File: config.mk
export PLATFORM = sky130hd
export DESIGN_NAME = aes_encipher_block_flat
export DESIGN_NICKNAME = d
export VERILOG_FILES = /design/src/rtl/aes_pkg.sv /design/src/rtl/aes_encipher_block_if.sv /design/src/rtl/aes_mixcolumns.sv /design/src/rtl/aes_encipher_block.sv /design/src/flat_wrapper.sv
export SDC_FILE = /design/constraint.sdc
export NUM_CORES = 1
export LEC_CHECK = 0
export CAP_MARGIN = 25
export CORE_ASPECT_RATIO = 0.7
export CORE_MARGIN = 3
export CORE_UTILIZATION = 45
export DETAILED_ROUTE_END_ITERATION = 6
export GPL_TIMING_DRIVEN = 1
export PLACE_DENSITY_LB_ADDON = 0.1
export SYNTH_ARGS = -nofsm -noshare
export SYNTH_HDL_FRONTEND = slang
export SYNTH_SLANG_ARGS = --single-unit
export TNS_END_PERCENT = 1
File: constraint.sdc
create_clock -name clk -period 17.91 [get_ports clk]
set_input_delay 1.791 -clock clk [delete_from_list [all_inputs] [get_ports clk]]
set_output_delay 1.791 -clock clk [all_outputs]
set_load 0.03 [all_outputs]
File: src/rtl/aes_pkg.sv
// Shared AES definitions: key-length encodings, round counts, encipher FSM
// state encodings and the GF(2^8) / ShiftRows helpers.
// The key memory imports the same key-length constants.
package aes_pkg;

    localparam logic [1:0] AES_128_BIT_KEY = 2'd0;
    localparam logic [1:0] AES_192_BIT_KEY = 2'd1;
    localparam logic [1:0] AES_256_BIT_KEY = 2'd2;

    localparam logic [3:0] AES128_ROUNDS = 4'd10;
    localparam logic [3:0] AES192_ROUNDS = 4'd12;
    localparam logic [3:0] AES256_ROUNDS = 4'd14;

    typedef enum logic [2:0] {
        ST_IDLE  = 3'd0,
        ST_INIT  = 3'd1,
        ST_SBOX  = 3'd2,
        ST_MAIN  = 3'd3,
        ST_FINAL = 3'd4,
        ST_DONE  = 3'd5
    } enc_state_t;

    function automatic logic [7:0] xtime(input logic [7:0] b);
        return {b[6:0], 1'b0} ^ (8'h1b & {8{b[7]}});
    endfunction

    function automatic logic [7:0] gm2(input logic [7:0] b);
        return xtime(b);
    endfunction

    function automatic logic [7:0] gm3(input logic [7:0] b);
        return gm2(b) ^ b;
    endfunction

    // Row r of the column-major state rotates left by r byte positions.
    function automatic logic [127:0] shift_rows(input logic [127:0] s);
        logic [127:0] o;
        o = '0;
        for (int c = 0; c < 4; c++) begin
            for (int r = 0; r < 4; r++) begin
                o[127 - 32*c - 8*r -: 8] = s[127 - 32*((c + r) % 4) - 8*r -: 8];
            end
        end
        return o;
    endfunction

endpackage

File: src/rtl/aes_encipher_block_if.sv
// Bus between the encipher datapath and its host, key memory and shared S-box.
// slave: the encipher block; master: the surrounding logic driving it.
interface aes_encipher_block_if;
    logic         next;
    logic [1:0]   keylen;
    logic [127:0] block;
    logic [3:0]   round;
    logic [127:0] round_key;
    logic [31:0]  sboxw;
    logic [31:0]  new_sboxw;
    logic         ready;
    logic [127:0] result;

    modport master (
        output next, keylen, block, round_key, new_sboxw,
        input  round, sboxw, ready, result
    );

    modport slave (
        input  next, keylen, block, round_key, new_sboxw,
        output round, sboxw, ready, result
    );
endinterface

File: src/rtl/aes_mixcolumns.sv
// Combinational ShiftRows followed by MixColumns over the full 128-bit state.
import aes_pkg::*;

module aes_mixcolumns (
    input  logic [127:0] i_state,
    output logic [127:0] o_state
);
    logic [127:0] w_sr;

    function automatic logic [31:0] mix_word(input logic [31:0] w);
        logic [7:0] a0, a1, a2, a3;
        {a0, a1, a2, a3} = w;
        return {gm2(a0) ^ gm3(a1) ^ a2 ^ a3,
                a0 ^ gm2(a1) ^ gm3(a2) ^ a3,
                a0 ^ a1 ^ gm2(a2) ^ gm3(a3),
                gm3(a0) ^ a1 ^ a2 ^ gm2(a3)};
    endfunction

    assign w_sr = shift_rows(i_state);

    // Mix each shifted column independently.
    always_comb begin
        o_state = '0;
        for (int c = 0; c < 4; c++) begin
            o_state[127 - 32*c -: 32] = mix_word(w_sr[127 - 32*c -: 32]);
        end
    end
endmodule

File: src/rtl/aes_encipher_block.sv
// Iterative AES forward cipher. Indexes the round-key memory with a 4-bit
// round number and substitutes one state word per cycle through a shared
// 32-bit S-box port.
// Build option: AES_ENC_KEYLEN_192_EN enables keylen=1 -> 12 rounds; without
// it keylen=1 runs as a 10-round job.
//
// state    | meaning
// ---------+-------------------------------------------------------------
// ST_IDLE  | ready; next captures block and keylen
// ST_INIT  | round 0 AddRoundKey
// ST_SBOX  | SubBytes, one word per cycle, word_ctr 0..3
// ST_MAIN  | ShiftRows+MixColumns+AddRoundKey, advance round
// ST_FINAL | last round ShiftRows+AddRoundKey
// ST_DONE  | publish result, raise ready
import aes_pkg::*;

module aes_encipher_block (
    input  logic               clk,
    input  logic               reset,
    aes_encipher_block_if.slave bus
);
    enc_state_t   r_state, w_state_next;
    logic [127:0] r_data;
    logic [127:0] r_result;
    logic [3:0]   r_round_ctr;
    logic [3:0]   r_nr;
    logic [1:0]   r_word_ctr;
    logic         r_ready;

    logic [127:0] w_mix;
    logic [127:0] w_sr;
    logic [127:0] w_sbox_data;
    logic [31:0]  w_word;
    logic [3:0]   w_nr_sel;

    aes_mixcolumns u_mixcolumns (
        .i_state (r_data),
        .o_state (w_mix)
    );

    assign w_sr       = shift_rows(r_data);
    assign bus.ready  = r_ready;
    assign bus.result = r_result;

    // Round count from the requested key length; code 3 runs as 256-bit.
    always_comb begin
        w_nr_sel = AES256_ROUNDS;
        if (bus.keylen == AES_128_BIT_KEY) begin
            w_nr_sel = AES128_ROUNDS;
        end
`ifdef AES_ENC_KEYLEN_192_EN
        else if (bus.keylen == AES_192_BIT_KEY) begin
            w_nr_sel = AES192_ROUNDS;
        end
`else
        else if (bus.keylen == AES_192_BIT_KEY) begin
            w_nr_sel = AES128_ROUNDS;
        end
`endif
    end

    // Select the word being substituted and splice the S-box answer back in.
    always_comb begin
        w_word      = r_data[127:96];
        w_sbox_data = r_data;
        case (r_word_ctr)
            2'd0: begin w_word = r_data[127:96]; w_sbox_data[127:96] = bus.new_sboxw; end
            2'd1: begin w_word = r_data[95:64];  w_sbox_data[95:64]  = bus.new_sboxw; end
            2'd2: begin w_word = r_data[63:32];  w_sbox_data[63:32]  = bus.new_sboxw; end
            default: begin w_word = r_data[31:0]; w_sbox_data[31:0]  = bus.new_sboxw; end
        endcase
    end

    // FSM state register.
    always_ff @(posedge clk or posedge reset) begin
        if (reset) begin
            r_state <= ST_IDLE;
        end else begin
            r_state <= w_state_next;
        end
    end

    // Next state plus the key-memory index and S-box word presented this cycle.
    always_comb begin
        w_state_next = r_state;
        bus.round    = r_round_ctr;
        bus.sboxw    = r_data[127:96];
        case (r_state)
            ST_IDLE:  if (bus.next) w_state_next = ST_INIT;
            ST_INIT: begin
                bus.round    = 4'd0;
                w_state_next = ST_SBOX;
            end
            ST_SBOX: begin
                bus.sboxw = w_word;
                if (r_word_ctr == 2'd3) begin
                    w_state_next = (r_round_ctr == r_nr) ? ST_FINAL : ST_MAIN;
                end
            end
            ST_MAIN:  w_state_next = ST_SBOX;
            ST_FINAL: w_state_next = ST_DONE;
            ST_DONE:  w_state_next = ST_IDLE;
            default:  w_state_next = ST_IDLE;
        endcase
    end

    // Cipher state, counters and result/ready registers.
    always_ff @(posedge clk or posedge reset) begin
        if (reset) begin
            r_data      <= '0;
            r_result    <= '0;
            r_round_ctr <= '0;
            r_nr        <= '0;
            r_word_ctr  <= '0;
            r_ready     <= 1'b1;
        end else begin
            case (r_state)
                ST_IDLE: begin
                    if (bus.next) begin
                        r_data  <= bus.block;
                        r_nr    <= w_nr_sel;
                        r_ready <= 1'b0;
                    end
                end
                ST_INIT: begin
                    r_data      <= r_data ^ bus.round_key;
                    r_round_ctr <= 4'd1;
                    r_word_ctr  <= 2'd0;
                end
                ST_SBOX: begin
                    r_data     <= w_sbox_data;
                    r_word_ctr <= r_word_ctr + 2'd1;
                end
                ST_MAIN: begin
                    r_data      <= w_mix ^ bus.round_key;
                    r_round_ctr <= r_round_ctr + 4'd1;
                    r_word_ctr  <= 2'd0;
                end
                ST_FINAL: begin
                    r_data <= w_sr ^ bus.round_key;
                end
                ST_DONE: begin
                    r_ready  <= 1'b1;
                    r_result <= r_data;
                end
                default: ;
            endcase
        end
    end
endmodule

File: src/flat_wrapper.sv
// flat-port wrapper written by rule: the top's interface ports become plain ports
module aes_encipher_block_flat 
  (clk, reset, bus_next, bus_keylen, bus_block, bus_round_key, bus_new_sboxw, bus_round, bus_sboxw, bus_ready, bus_result);
  aes_encipher_block_if bus_i ();
  input  logic clk;
  input  logic reset;
  input wire logic [$bits(bus_i.next)-1:0] bus_next;
  input wire logic [$bits(bus_i.keylen)-1:0] bus_keylen;
  input wire logic [$bits(bus_i.block)-1:0] bus_block;
  input wire logic [$bits(bus_i.round_key)-1:0] bus_round_key;
  input wire logic [$bits(bus_i.new_sboxw)-1:0] bus_new_sboxw;
  output wire logic [$bits(bus_i.round)-1:0] bus_round;
  output wire logic [$bits(bus_i.sboxw)-1:0] bus_sboxw;
  output wire logic [$bits(bus_i.ready)-1:0] bus_ready;
  output wire logic [$bits(bus_i.result)-1:0] bus_result;
  assign bus_i.next = bus_next;
  assign bus_i.keylen = bus_keylen;
  assign bus_i.block = bus_block;
  assign bus_i.round_key = bus_round_key;
  assign bus_i.new_sboxw = bus_new_sboxw;
  assign bus_round = bus_i.round;
  assign bus_sboxw = bus_i.sboxw;
  assign bus_ready = bus_i.ready;
  assign bus_result = bus_i.result;
  aes_encipher_block u_core (.clk(clk), .reset(reset), .bus(bus_i));
endmodule
Yosys cells after proc, flatten, opt, wreduce, memory -nomap -nowiden
Cells that the tools add are included.

Flip-flop bits (word level): 270. Input bits: 293. Output and inout port bits: 165.

Add/sub/neg operators: 2. Equality and inequality tests: 16. Muxes and demuxes: 19. Bitwise gates (word level): 83. Reduce and logical (&&, ||, !) cells: 16.

Operators with widths (number): $pmux W128 S5 (1); $xor A8 B8 Y8 (64); $xor A128 B128 Y128 (3); $mux W32 (5); $mux W128 (1); $xor A8 B5 Y8 (16); $pmux W32 S3 (1); $mux W3 (4); $pmux W3 S4 (1); $reduce_and A3 Y1 (4); $ne A2 B2 Y1 const B (5); $mux W4 (2); $pmux W4 S2 (1); $eq A3 B2 Y1 const B (2); $eq A3 B3 Y1 const B (2); $reduce_and A2 Y1 (3); $reduce_bool A2 Y1 (3); $reduce_bool A5 Y1 (1); $add A4 B1 Y4 const B (1); $eq A2 B1 Y1 const B (2); $eq A2 B2 Y1 const B (2); $eq A4 B4 Y1 (1); $logic_not A2 Y1 (2); $pmux W2 S2 (1); 8 further kinds (8).

Logic depth before layout (Yosys ltp)
Depth after elaboration: 7. Mapped depth: 9. Mapped depth without buffers: 7.

Hierarchy
Synthesis repeated with hierarchy kept, for this count alone.

Cells, all modules: 2415. Area, all modules: 21524.4 um2.

Modules (own cells, without submodules): aes_encipher_block (times used 1, cells each 1971, area each 17589.4 um2, sequential area each 6707.7 um2); aes_mixcolumns (times used 1, cells each 444, area each 3935.0 um2, sequential area each 0.0 um2).

Worst setup path after synthesis
Ideal clock, no wire load.

Path kind: register -> output. Start point: register u_core.r_state[1]. End point: output bus_sboxw[10]. Arrival: 1779 ps. Data required time: 16119 ps. Slack: 14340 ps. Cell stages (with the launch flop): 9. Buffers on the path: 4. Cell sequence: dfrtp_1 > buf_6 > nor2b_1 > clkbuf_2 > and2b_1 > clkbuf_1 > o21ai_1 > buf_2 > a22o_1.

Word-level cells in the longest chain between the ends: 2.

Ends and longest elaborated chain: start: declaration (line aes_encipher_block.sv:22) `enc_state_t r_state, w_state_next;`; start signal: assignment (line aes_encipher_block.sv:79) `r_state <= w_state_next;`; $eq A3 B2 Y1 (line aes_encipher_block.sv:88) `case (r_state)`; $mux W32 (line aes_encipher_block.sv:88); end: declaration (line flat_wrapper.sv:13) `output wire logic [$bits(bus_i.sboxw)-1:0] bus_sboxw;`.

No other way between the ends.

Worst setup path after layout
Start point: register u_core.r_word_ctr[0]. End point: output bus_sboxw[18].

Word-level cells in the longest chain between the ends: 3.

Ends and longest elaborated chain: start: declaration (line aes_encipher_block.sv:27) `logic [1:0] r_word_ctr;`; start signal: assignment (line aes_encipher_block.sv:132) `r_word_ctr <= r_word_ctr + 2'd1;`; $eq A2 B2 Y1 (tied with other cells) (line aes_encipher_block.sv:66) `case (r_word_ctr)`; $pmux W32 S3 (*) (line aes_encipher_block.sv:66); $mux W32 (*) (line aes_encipher_block.sv:88).

Mark *: on every way between the ends. The rest lies on a longest branch, timed or not.

==> impl_metrics.csv <==
group,metric,value,unit
synth,synth_nets,2329,
route,vias,18596,
global_routing,grt_pass1_wl,138000,microns
timing,drv_slew,0,
timing,worst_slew_pin_slew,1170,ps
cts,cts.path.max_buffers,3,
cts,numCtsBuffers,29,
power_and_ir_drop,switching_share,0.476,
global_routing,grt_max_degree,123,
timing,tns,0,ps
finish,synthToLayoutAreaGrowth,25.8,%
synth,ys_seq_elements,268,
synth,syn_avg_cell_area,10.7,sq um
synth,netlist.area_leader.share,0.308,
global_routing,antenna_found_initial,10,
timing,hold_viol,0,
critical_path,critical_path_buf_inv_count,3,
synth,ys.flop_type,"dfrtp_1",
critical_path,crit_path_cell_trace,"ha_2 > buf_12 > o21ai_2 > buf_4 > a22o_1 > clkdlybuf4s50_1",
power_and_ir_drop,power_density,260,nW/um^2
route,final_antenna_net_count,0,
placement,io_buffers,456,
timing,fin_crit,5390,ps
synth,synth.area.top_cells,"dfrtp_1 31%, xnor3_1 13%, xnor2_1 9.4%, mux2i_1 7.3%, mux2_2 6.9%",
cts,path_clk_slew,70,ps
synth,synth-edff-count,0,
timing,rsz0062_at_grt,"false",
power_and_ir_drop,p_comb_frac,0.696,
global_routing,grt_use_total,0.384,
cts,cts_sinks,268,
route,avgViaCountPerCell,6.34,
global_routing,grt_pass1_vias,18092,
status,outcome,"complete, no violations",
placement,place_hpwl,71400,microns
global_routing,overflow,0,
floorplan,die_x,269,microns
worst_hold_path,hp-class,"flop to flop",
critical_path,critPathCaptureType,"primary output",
finish,final_cell_count_no_fill,2933,
run,maxCapViolations,0,
placement,place.gp.congestion,0.940,
critical_path,critPathRequiredTime,16120,ps
critical_path,worstPathArrival,3600,ps
cts,holdBufCountCts,0,
timing,final-setup-viol-count,0,
critical_path,slowest_delay,710,ps
synth,synth_top_cell_by_area,"dfrtp_1",
floorplan,start_util,0.462,
route,firstDrtPassIters,7,
route,wl_per_cell,34.0,microns
power_and_ir_drop,p_switching,3380,uW
floorplan,fp.dieH,190,microns
synth,synth_async_sr_flop_share,1.00,
route,drt_iter0_markers,2505,
critical_path,path_class,"flop to primary output",
synth,synth_area,21700,sq um
finish,nets,2597,
cts,cts_tree,"yes",
route,drcViolationCount,0,
finish,drive_gt1_frac,0.113,
floorplan,core_area,47100,sq um
cts,cts_resized,0,
cts,cts_setup_buffers,0,
power_and_ir_drop,vdd_drop_max,0.000185,V
synth,synth-seq-area-share,0.309,
critical_path,crit_family,"buffers and inverters",
power_and_ir_drop,seq_power_share,0.212,
cts,clk_latency,600,ps
floorplan,design.die.area,51000,sq um
timing,fmax,186,MHz
cts,htreeDepth,1,
floorplan,io-pin-count,458,
critical_path,critPathLaunchType,"flop",
route,wl,99800,microns
timing,period_share,0.301,
power_and_ir_drop,p_int,3730,uW
power_and_ir_drop,cellLeakagePower,0.0126,uW
critical_path,cp_max_fo,41,
timing,slew_headroom,0.219,
critical_path,cpMaxStageDelayCell,"clkdlybuf4s50_1",
synth,yosysWarningCount,0,
placement,numPlacedInstances,2876,
power_and_ir_drop,clkPwrFrac,0.092,
cts,cts-root-buf,"clkbuf_16",
floorplan,row_count,66,
timing,fin_skew,13.7,ps
synth,syn_inst,2030,
power_and_ir_drop,finalPower,7110,uW
finish,final_util,0.581,
synth,ys_types,55,
==> area by class of cell <==
type	count	area [sq um]
fillers	3990	19700
multi-input cells	1493	13900
flip-flops and latches	268	6710
repair buffers	500	4970
clock buffers	38	810
well taps	612	766
clock inverters	13	171
inverters	6	30.0
diodes	3	7.51
==> power by group through the flow <==
stage	clock, uW	sequential, uW	combinational [uW]
6_report	654	1500	4950
3_3_place_gp	0	1460	4770
2_1_floorplan	0	849	4000
5_1_grt	676	1480	5210
4_1_cts	655	1450	4870
3_5_place_dp	0	1460	4840
==> synth_stat cells, types with 4 or more instances <==
| master | number |
|---|---|
| a21oi_1 | 130 |
| o221ai_1 | 115 |
| nand2b_1 | 12 |
| ha_1 | 6 |
| dfrtp_1 | 267 |
| xnor2_2 | 10 |
| buf_2 | 109 |
| xnor3_1 | 126 |
| and2_1 | 31 |
| a2bb2oi_1 | 4 |
| nor2_1 | 39 |
| nor2b_1 | 6 |
| mux2i_1 | 159 |
| xnor2_1 | 232 |
| mux2_2 | 134 |
| clkbuf_1 | 129 |
| nor3_1 | 7 |
| inv_1 | 6 |
| a22o_1 | 42 |
| o31ai_1 | 21 |
| buf_1 | 6 |
| xor3_1 | 30 |
| a22oi_1 | 54 |
| buf_4 | 15 |
| o21ai_0 | 65 |
| xor2_1 | 31 |
| and3_1 | 8 |
| nand2_1 | 187 |
| a21o_1 | 4 |
| a211oi_1 | 4 |
==> layer usage <==
| metal | wire length [microns] | part of all wire | GRT usage |
|---|---|---|---|
| met5 | 91 | 0.00091 | 0 |
| met4 | 5360 | 0.054 | 0.178 |
| met3 | 13500 | 0.14 | 0.134 |
| met2 | 41500 | 0.42 | 0.545 |
| met1 | 39300 | 0.39 | 0.525 |
==> placed cells by master, fill, tap and decap left out, drive strengths merged, types with 38 or more instances in the layout <==
cell type | netlist | routed
clkdlybuf4s50 | 0 | 456
dfrtp | 267 | 267
xnor2 | 244 | 244
nand2 | 187 | 187
mux2i | 160 | 160
mux2 | 135 | 135
a21oi | 130 | 130
xnor3 | 126 | 126
o221ai | 115 | 115
o21ai | 68 | 68
a22oi | 54 | 54
buf | 132 | 44
a22o | 42 | 42
nor2 | 39 | 39
clkbuf | 131 | 38
==> sequential cells by signal (all words and copies together), names as in the netlist <==
name	count
u_core.r_word_ctr	2
u_core.bus.ready	1
u_core.r_data	128
u_core.bus.result	128
u_core.r_round_ctr	4
u_core.r_nr	2
u_core.r_state	3
==> worst paths after layout <==
check / start / end / depth (start not counted) / slack (ps)
worst max-delay path: u_core.r_word_ctr[0]$_DFFE_PP0P_ / bus_sboxw[18] / 6 / 12520
worst min-delay path: u_core.r_nr[1]$_DFFE_PP0P_ / u_core.r_nr[1]$_DFFE_PP0P_ / 1 / 500
worst max register to register: u_core.r_state[0]$_DFFE_PP0P_ / u_core.r_data[121]$_DFFE_PP0P_ / 7 / 14560
worst min register to register: u_core.r_nr[1]$_DFFE_PP0P_ / u_core.r_nr[1]$_DFFE_PP0P_ / 1 / 500
max in group asynchronous: reset / u_core.r_data[77]$_DFFE_PP0P_ / 4 / 14840
min in group asynchronous: reset / u_core.bus.result[48]$_DFFE_PP0P_ / 2 / 1770
==> cells by family (layout without fill, tap and decap cells) <==
group | Yosys count | in the layout | share of synthesized area
multiplexers | 295 | 295 | 0.144
adder cells (fa/ha/maj) | 6 | 6 | 0.00346
AO/OA/AOI/OAI | 450 | 450 | 0.142
XOR/XNOR | 434 | 434 | 0.282
flip-flops | 268 | 268 | 0.309
other | 0 | 3 | 0
AND/OR/NAND/NOR | 308 | 308 | 0.0632
buffers and inverters | 269 | 557 | 0.0562
==> worst register-to-register path, cell delays in order (launching register included) <==
cell and delay (ps):
dfrtp_1 460, buf_4 310, nand2b_1 330, and2_4 660, buf_4 820, o21ai_0 300
o21a_1 150, o31ai_1 220
==> per-stage QoR <==
step / setup slack [ps] / instance area [sq um] / hold slack (ps)
after global routing: 12430 / 27300 / 521
after detailed placement: 13120 / 26300 / 483
after floorplan: 8740 / 21700 / 455
after global placement: 13050 / 26200 / 475
after CTS: 12470 / 27300 / 497
final: 12520 / 27300 / 501
Power figures use the tool's default switching activity.
